--- config.mk ---
export PLATFORM = sky130hd
export DESIGN_NAME = program_memory_boot_flat
export DESIGN_NICKNAME = d
export VERILOG_FILES = /design/src/rtl/program_memory_boot_if.sv /design/src/rtl/program_memory_boot.sv /design/src/flat_wrapper.sv
export SDC_FILE = /design/constraint.sdc
export NUM_CORES = 2
export LEC_CHECK = 0
export CAP_MARGIN = 15
export CORE_MARGIN = 10
export CORE_UTILIZATION = 55
export CTS_BUF_LIST = sky130_fd_sc_hd__clkbuf_4
export DETAILED_ROUTE_END_ITERATION = 8
export DONT_BUFFER_PORTS = 1
export PLACE_DENSITY_LB_ADDON = 0.12
export SYNTH_ARGS = -nofsm -noshare
export SYNTH_HDL_FRONTEND = slang
export SYNTH_SLANG_ARGS = --single-unit
--- constraint.sdc ---
create_clock -name clk -period 9.01 [get_ports clk]
set_input_delay 1.3515 -clock clk [delete_from_list [all_inputs] [get_ports clk]]
set_output_delay 1.3515 -clock clk [all_outputs]
set_load 0.05 [all_outputs]
--- src/rtl/program_memory_boot_if.sv ---
// program_memory_boot_if: bus between the host/fetch side and the boot-loading instruction store.
// Signals:
//   fetch_en, fetch_addr      fetch request and address (master -> slave)
//   instruction, instr_valid  registered fetch data and its valid flag (slave -> master)
//   boot_start, boot_base,
//   boot_len                  boot start pulse, first load address, word count (master -> slave)
//   byte_data, byte_valid     load byte stream (master -> slave)
//   byte_ready                loader accepts a byte (slave -> master)
//   boot_busy, boot_done      loader busy level and one-cycle completion pulse (slave -> master)
//   checksum                  sum mod 256 of bytes accepted in the current boot (slave -> master)
interface program_memory_boot_if #(
   parameter int WIDTH = 12,
   parameter int DEPTH = 256,
   parameter int AW    = $clog2(DEPTH)
);
   logic             fetch_en;
   logic [AW-1:0]    fetch_addr;
   logic [WIDTH-1:0] instruction;
   logic             instr_valid;
   logic             boot_start;
   logic [AW-1:0]    boot_base;
   logic [AW:0]      boot_len;
   logic [7:0]       byte_data;
   logic             byte_valid;
   logic             byte_ready;
   logic             boot_busy;
   logic             boot_done;
   logic [7:0]       checksum;
   modport slave (
      input  fetch_en, fetch_addr, boot_start, boot_base, boot_len, byte_data, byte_valid,
      output instruction, instr_valid, byte_ready, boot_busy, boot_done, checksum
   );
   modport master (
      output fetch_en, fetch_addr, boot_start, boot_base, boot_len, byte_data, byte_valid,
      input  instruction, instr_valid, byte_ready, boot_busy, boot_done, checksum
   );
endinterface

--- src/rtl/program_memory_boot.sv ---
// program_memory_boot: instruction store with a byte-stream boot loader and registered fetch port.
// Ports:
//   clk  clock, all logic on the rising edge
//   rst  asynchronous active-high reset (memory contents are kept)
//   bus  program_memory_boot_if.slave: fetch request/data, boot control, byte stream, status
module program_memory_boot #(
   parameter int WIDTH = 12,
   parameter int DEPTH = 256
) (
   input logic                  clk,
   input logic                  rst,
   program_memory_boot_if.slave bus
);
   localparam int AW  = $clog2(DEPTH);
   localparam int BPW = (WIDTH + 7) / 8;
   localparam int BIW = BPW > 1 ? $clog2(BPW) : 1;
   typedef enum logic [1:0] {IDLE, RECV, WRITE, DONE} state_t;
   state_t           state_q, state_d;
   logic [AW-1:0]    addr_q, addr_d;
   logic [AW:0]      remain_q, remain_d;
   logic [BIW-1:0]   byte_idx_q, byte_idx_d;
   logic [WIDTH-1:0] word_q, word_d;
   logic [7:0]       checksum_q, checksum_d;
   logic [WIDTH-1:0] instruction_q, instruction_d;
   logic             instr_valid_q, instr_valid_d;
   logic [WIDTH-1:0] mem [DEPTH];
   logic             busy, xfer, last, rd_ok, in_range;
   always_comb begin
      busy          = state_q == RECV || state_q == WRITE;
      xfer          = state_q == RECV && bus.byte_valid;
      last          = byte_idx_q == BIW'(BPW - 1);
      rd_ok         = bus.fetch_en && !busy;
      in_range      = {1'b0, bus.fetch_addr} < (AW + 1)'(DEPTH);
      instr_valid_d = rd_ok;
      instruction_d = rd_ok && in_range ? mem[bus.fetch_addr] : '0;
      state_d       = state_q;
      addr_d        = addr_q;
      remain_d      = remain_q;
      byte_idx_d    = byte_idx_q;
      word_d        = word_q;
      checksum_d    = checksum_q;
      case (state_q)
         IDLE: if (bus.boot_start) begin
            state_d    = bus.boot_len != '0 ? RECV : DONE;
            addr_d     = bus.boot_base;
            remain_d   = bus.boot_len;
            byte_idx_d = '0;
            checksum_d = '0;
         end
         RECV: if (xfer) begin
            // Little-endian lane insert; bits of the last byte above WIDTH-1 fall away.
            for (int b = 0; b < WIDTH; b++)
               if (b / 8 == int'(byte_idx_q)) word_d[b] = bus.byte_data[b % 8];
            checksum_d = checksum_q + bus.byte_data;
            byte_idx_d = last ? '0 : byte_idx_q + BIW'(1);
            state_d    = last ? WRITE : RECV;
         end
         WRITE: begin
            addr_d   = addr_q == AW'(DEPTH - 1) ? '0 : addr_q + AW'(1);
            remain_d = remain_q - (AW + 1)'(1);
            state_d  = remain_q == (AW + 1)'(1) ? DONE : RECV;
         end
         default: state_d = IDLE;
      endcase
   end
   always_ff @(posedge clk or posedge rst)
      if (rst) begin
         state_q       <= IDLE;
         addr_q        <= '0;
         remain_q      <= '0;
         byte_idx_q    <= '0;
         word_q        <= '0;
         checksum_q    <= '0;
         instruction_q <= '0;
         instr_valid_q <= 1'b0;
      end else begin
         state_q       <= state_d;
         addr_q        <= addr_d;
         remain_q      <= remain_d;
         byte_idx_q    <= byte_idx_d;
         word_q        <= word_d;
         checksum_q    <= checksum_d;
         instruction_q <= instruction_d;
         instr_valid_q <= instr_valid_d;
      end
   // Storage has no reset; an async reset forces IDLE, so no write follows it.
   always_ff @(posedge clk)
      if (state_q == WRITE) mem[addr_q] <= word_q;
   assign bus.instruction = instruction_q;
   assign bus.instr_valid = instr_valid_q;
   assign bus.byte_ready  = state_q == RECV;
   assign bus.boot_busy   = busy;
   assign bus.boot_done   = state_q == DONE;
   assign bus.checksum    = checksum_q;
endmodule

--- src/flat_wrapper.sv ---
// flat-port wrapper written by rule: the top's interface ports become plain ports
module program_memory_boot_flat 
#(
   parameter int WIDTH = 12,
   parameter int DEPTH = 256
)
  (clk, rst, bus_fetch_en, bus_fetch_addr, bus_boot_start, bus_boot_base, bus_boot_len, bus_byte_data, bus_byte_valid, bus_instruction, bus_instr_valid, bus_byte_ready, bus_boot_busy, bus_boot_done, bus_checksum);
  program_memory_boot_if #(.WIDTH(WIDTH), .DEPTH(DEPTH)) bus_i ();
  input logic clk;
  input logic rst;
  input wire logic [$bits(bus_i.fetch_en)-1:0] bus_fetch_en;
  input wire logic [$bits(bus_i.fetch_addr)-1:0] bus_fetch_addr;
  input wire logic [$bits(bus_i.boot_start)-1:0] bus_boot_start;
  input wire logic [$bits(bus_i.boot_base)-1:0] bus_boot_base;
  input wire logic [$bits(bus_i.boot_len)-1:0] bus_boot_len;
  input wire logic [$bits(bus_i.byte_data)-1:0] bus_byte_data;
  input wire logic [$bits(bus_i.byte_valid)-1:0] bus_byte_valid;
  output wire logic [$bits(bus_i.instruction)-1:0] bus_instruction;
  output wire logic [$bits(bus_i.instr_valid)-1:0] bus_instr_valid;
  output wire logic [$bits(bus_i.byte_ready)-1:0] bus_byte_ready;
  output wire logic [$bits(bus_i.boot_busy)-1:0] bus_boot_busy;
  output wire logic [$bits(bus_i.boot_done)-1:0] bus_boot_done;
  output wire logic [$bits(bus_i.checksum)-1:0] bus_checksum;
  assign bus_i.fetch_en = bus_fetch_en;
  assign bus_i.fetch_addr = bus_fetch_addr;
  assign bus_i.boot_start = bus_boot_start;
  assign bus_i.boot_base = bus_boot_base;
  assign bus_i.boot_len = bus_boot_len;
  assign bus_i.byte_data = bus_byte_data;
  assign bus_i.byte_valid = bus_byte_valid;
  assign bus_instruction = bus_i.instruction;
  assign bus_instr_valid = bus_i.instr_valid;
  assign bus_byte_ready = bus_i.byte_ready;
  assign bus_boot_busy = bus_i.boot_busy;
  assign bus_boot_done = bus_i.boot_done;
  assign bus_checksum = bus_i.checksum;
  program_memory_boot #(.WIDTH(WIDTH), .DEPTH(DEPTH)) u_core (.clk(clk), .rst(rst), .bus(bus_i));
endmodule
==> flow_summary.yaml <==
synthesis:
  synth-edff-count: 3072
  synthDistinctLibCells: 51
  synth_top_area_frac: 0.7693
  synthTopCellsByArea: "edfxtp_1, mux4_2, nor2_1"
  syn_area_sq_um: 119900
  yosys.area.top_type: "edfxtp_1"
  yosysSeqAreaShare: 0.7804
  ys_ff_latch: 3125
  avgSynthCellArea_sq_um: 22.25
  syn-num-nets: 5445
  synthArstFlopShare: 0.01696
  synthFlopType: "edfxtp_1"
  syn_inst: 5389
  yosysWarnings: 0
job:
  cap_violations: 0
finish:
  finalInstanceArea_sq_um: 134500
  fin_util: 0.6199
  area_growth_syn_to_layout_pct: 12.15
  nets: 6209
  drive_above_1_share: 0.3554
setup_path:
  worstSetupPathType: "in2reg"
  path_buf_inv: 3
  slowest_delay_ns: 1.02
  crit_path_top_delay_cell: "buf_16"
  crit_fanout: 253
  rr_worst_depth: 6
  worstSetupEndpointType: "register"
  cp_data_arrival_time_ns: 6.66
  cp-start-kind: "input port"
  crit_chain: "buf_16 -> buf_16 -> buf_16 -> mux4_2 -> o22ai_1 -> or4_1 -> nor3_1 -> a2111o_1"
  critical_path_required_ns: 10.39
  cpMostUsedCell: "buf_16"
  cp.depth: 8
  path_delay_family: "buffers and inverters"
route:
  wirelength_um: 317600
  drt-pass1-iter-count: 6
  viasPerCell: 6.379
  dr.first_iter.drc_count: 7874
  detail_route.wl_per_cell_um: 33.30
  postRouteAntennaNets: 0
  dr_total_vias: 60850
  drc: 0
cts:
  worstSkewPairLatency_ns: 1.46
  htree_levels: 6
  root_buffer: "clkbuf_4"
  cts.sinks: 3125
  clk_pin_slew_worst_paths_ns: 0.06
  cts_resized: 0
  cts_buffers: 783
  cts_tree: "yes"
  clock_path_buffers: 4
power:
  clockPowerShare: 0.335
  p_leak_nw: 43.17
  total_power_mw: 34.67
  ir_drop_mv: 0.3854
  p_int_mw: 25.24
  p_sw_frac: 0.2718
  p_sw_mw: 9.424
  combPwrFrac: 0.108
  power_density_nw_per_um2: 257.8
  seqPwrFrac: 0.557
placed_design:
  place.gp.congestion: 0.8784
  io_buffers: 0
  placed_area_sq_um: 124300
  place_hpwl_um: 181800
grt:
  gr-total-overflow: 0
  grt_max_degree: 793
  grt_pass1_wl_um: 451300
  grt_pass1_vias: 61110
  grt.total_usage: 0.2667
  antenna_found_initial: 19
status:
  violations: "max-slew violations"
  run_status: "complete, but fails checks"
sta:
  fin_crit_sh: 0.5867
  worstMarginPinSlew_ns: 1.637
  layout_min_cycle_time_ns: 5.287
  hold_violations: 0
  hold_slack_ns: 0.1794
  finalSetupViolCount: 0
  max_freq_mhz: 189.2
  skew_ns: 0.1209
  rsz0062_at_grt: "false"
  tns_ns: 0
  relSlewSlack: -0.09121
  slew_violations: 252
floorplanning:
  die-height_um: 486.9
  dieArea_sq_um: 237100
  die_x_um: 486.9
  initial_core_util: 0.5527
  io_pins: 62
  row_count: 171
  core_area_sq_um: 217000
min_path:
  hold_class: "in2reg"
  min_path_cells: 2
==> registers in the layout, indices dropped and copies added (netlist names) <==
| register | cells |
|---|---|
| u_core.mem | 3072 |
| u_core.bus.instruction | 12 |
| u_core.remain_q | 9 |
| u_core.word_q | 12 |
| u_core.bus.instr_valid | 1 |
| u_core.addr_q | 8 |
| u_core.byte_idx_q | 1 |
| u_core.bus.checksum | 8 |
| u_core.state_q | 2 |
==> per-layer routing <==
metal	vias to the layer above	global-route usage	part of all wire	wire length, um
li1	24790	-	-	-
met5	-	0	0.000041	13
met1	32040	0.3751	0.39	124600
met4	2	0.1092	0.041	12920
met3	594	0.07953	0.11	33830
met2	3421	0.3958	0.46	146300
==> cells in the final DEF (no fill, tap or decap), types with 14 or more instances in the layout <==
master            n
a211oi_1         58
a21oi_1          28
and3_1           20
buf_4           233
clkbuf_4       1145
clkinv_1        116
clkinv_2         14
dfrtp_1          41
dlygate4sd3_1    21
edfxtp_1       3072
ha_1             16
inv_1            35
mux2_2           23
mux2i_1          99
mux4_2          804
nand2_1          44
nand2b_1         19
nand3_1          45
nor2_1          320
nor2_2           48
nor3_1           40
o211ai_1         15
o21ai_0          32
o22ai_1         187
==> cells by family (layout without fill, tap and decap cells) <==
logic type,count (synthesis),in the layout,share of synthesized area
flip-flops,3125,3125,0.7804
multiplexers,926,926,0.1614
AND/OR/NAND/NOR,597,597,0.02184
buffers and inverters,343,1628,0.01304
XOR/XNOR,5,5,0.0003652
other,0,10,0
AO/OA/AOI/OAI,375,375,0.02098
adder cells (fa/ha/maj),18,18,0.001941
==> cell type report <==
| type | count | area [sq um] |
|---|---|---|
| diodes | 10 | 25.02 |
| clock inverters | 161 | 1006 |
| well taps | 2854 | 3571 |
| multi-input cells | 1921 | 25020 |
| flip-flops and latches | 3125 | 93620 |
| fillers | 15310 | 82470 |
| repair buffers | 285 | 2507 |
| inverters | 37 | 140.1 |
| clock buffers | 1145 | 8596 |
==> path summary, 6_finish.rpt <==
path / startpoint / endpoint / slack, ns
max: bus_fetch_addr[1] / u_core.bus.instruction[10]$_DFF_PP0_ / 3.72
min: bus_boot_base[1] / u_core.addr_q[1]$_DFFE_PP0P_ / 0.18
max reg2reg: u_core.state_q[0]$_DFFE_PP0P_ / u_core.mem[15][8]$_DFFE_PP_ / 4.62
min reg2reg: u_core.state_q[1]$_DFFE_PP0P_ / u_core.state_q[1]$_DFFE_PP0P_ / 0.56
max in group asynchronous: rst / u_core.word_q[5]$_DFFE_PP0P_ / 7.72
min in group asynchronous: rst / u_core.bus.instr_valid$_DFF_PP0_ / 0.59
==> cell usage after synthesis (17+ instances only) <==
| library cell | number |
|---|---|
| nand3_1 | 54 |
| nand2_1 | 47 |
| mux4_2 | 804 |
| and3_1 | 20 |
| inv_1 | 36 |
| mux2_2 | 23 |
| o21ai_0 | 32 |
| nor3_1 | 42 |
| o22ai_1 | 187 |
| a211oi_1 | 61 |
| clkbuf_1 | 139 |
| a21oi_1 | 28 |
| nand2b_1 | 22 |
| dfrtp_1 | 53 |
| nor2_1 | 369 |
| mux2i_1 | 99 |
| buf_2 | 104 |
| edfxtp_1 | 3072 |
| buf_1 | 37 |
| ha_1 | 17 |
==> worst reg2reg max path, cell delays in order (launching register included) <==
cell and delay (ns):
dfrtp_1 0.41, inv_1 0.11, ha_2 0.86, and2_0 0.49, nand2_1 0.64, buf_4 0.52, nor2_1 0.93
==> power by group through the flow <==
stage | registers, mW | logic, mW | clock network (mW)
2_1_floorplan | 20.3 | 1.23 | 0
6_report | 19.3 | 3.74 | 11.6
3_5_place_dp | 19.6 | 3.53 | 0
4_1_cts | 19.3 | 3.54 | 11.8
3_3_place_gp | 19.6 | 3.39 | 0
5_1_grt | 19.4 | 3.96 | 12.7
==> what timing repair did <==
action                                 4_1_cts  5_1_grt
hold buffers                                21        0
buffers inserted                             0        0
endpoints found under the hold margin       79        0
setup endpoints to repair                    0        0
==> metrics by stage <==
stage / setup WS, ns / std cells
after floorplan: 5.028 / 5389
after global placement: 3.710 / 8168
after detailed placement: 4.227 / 8181
after CTS: 4.736 / 9508
after global routing: 3.713 / 9532
final: 3.723 / 9538
No activity file was read; power rests on OpenSTA's default activity.
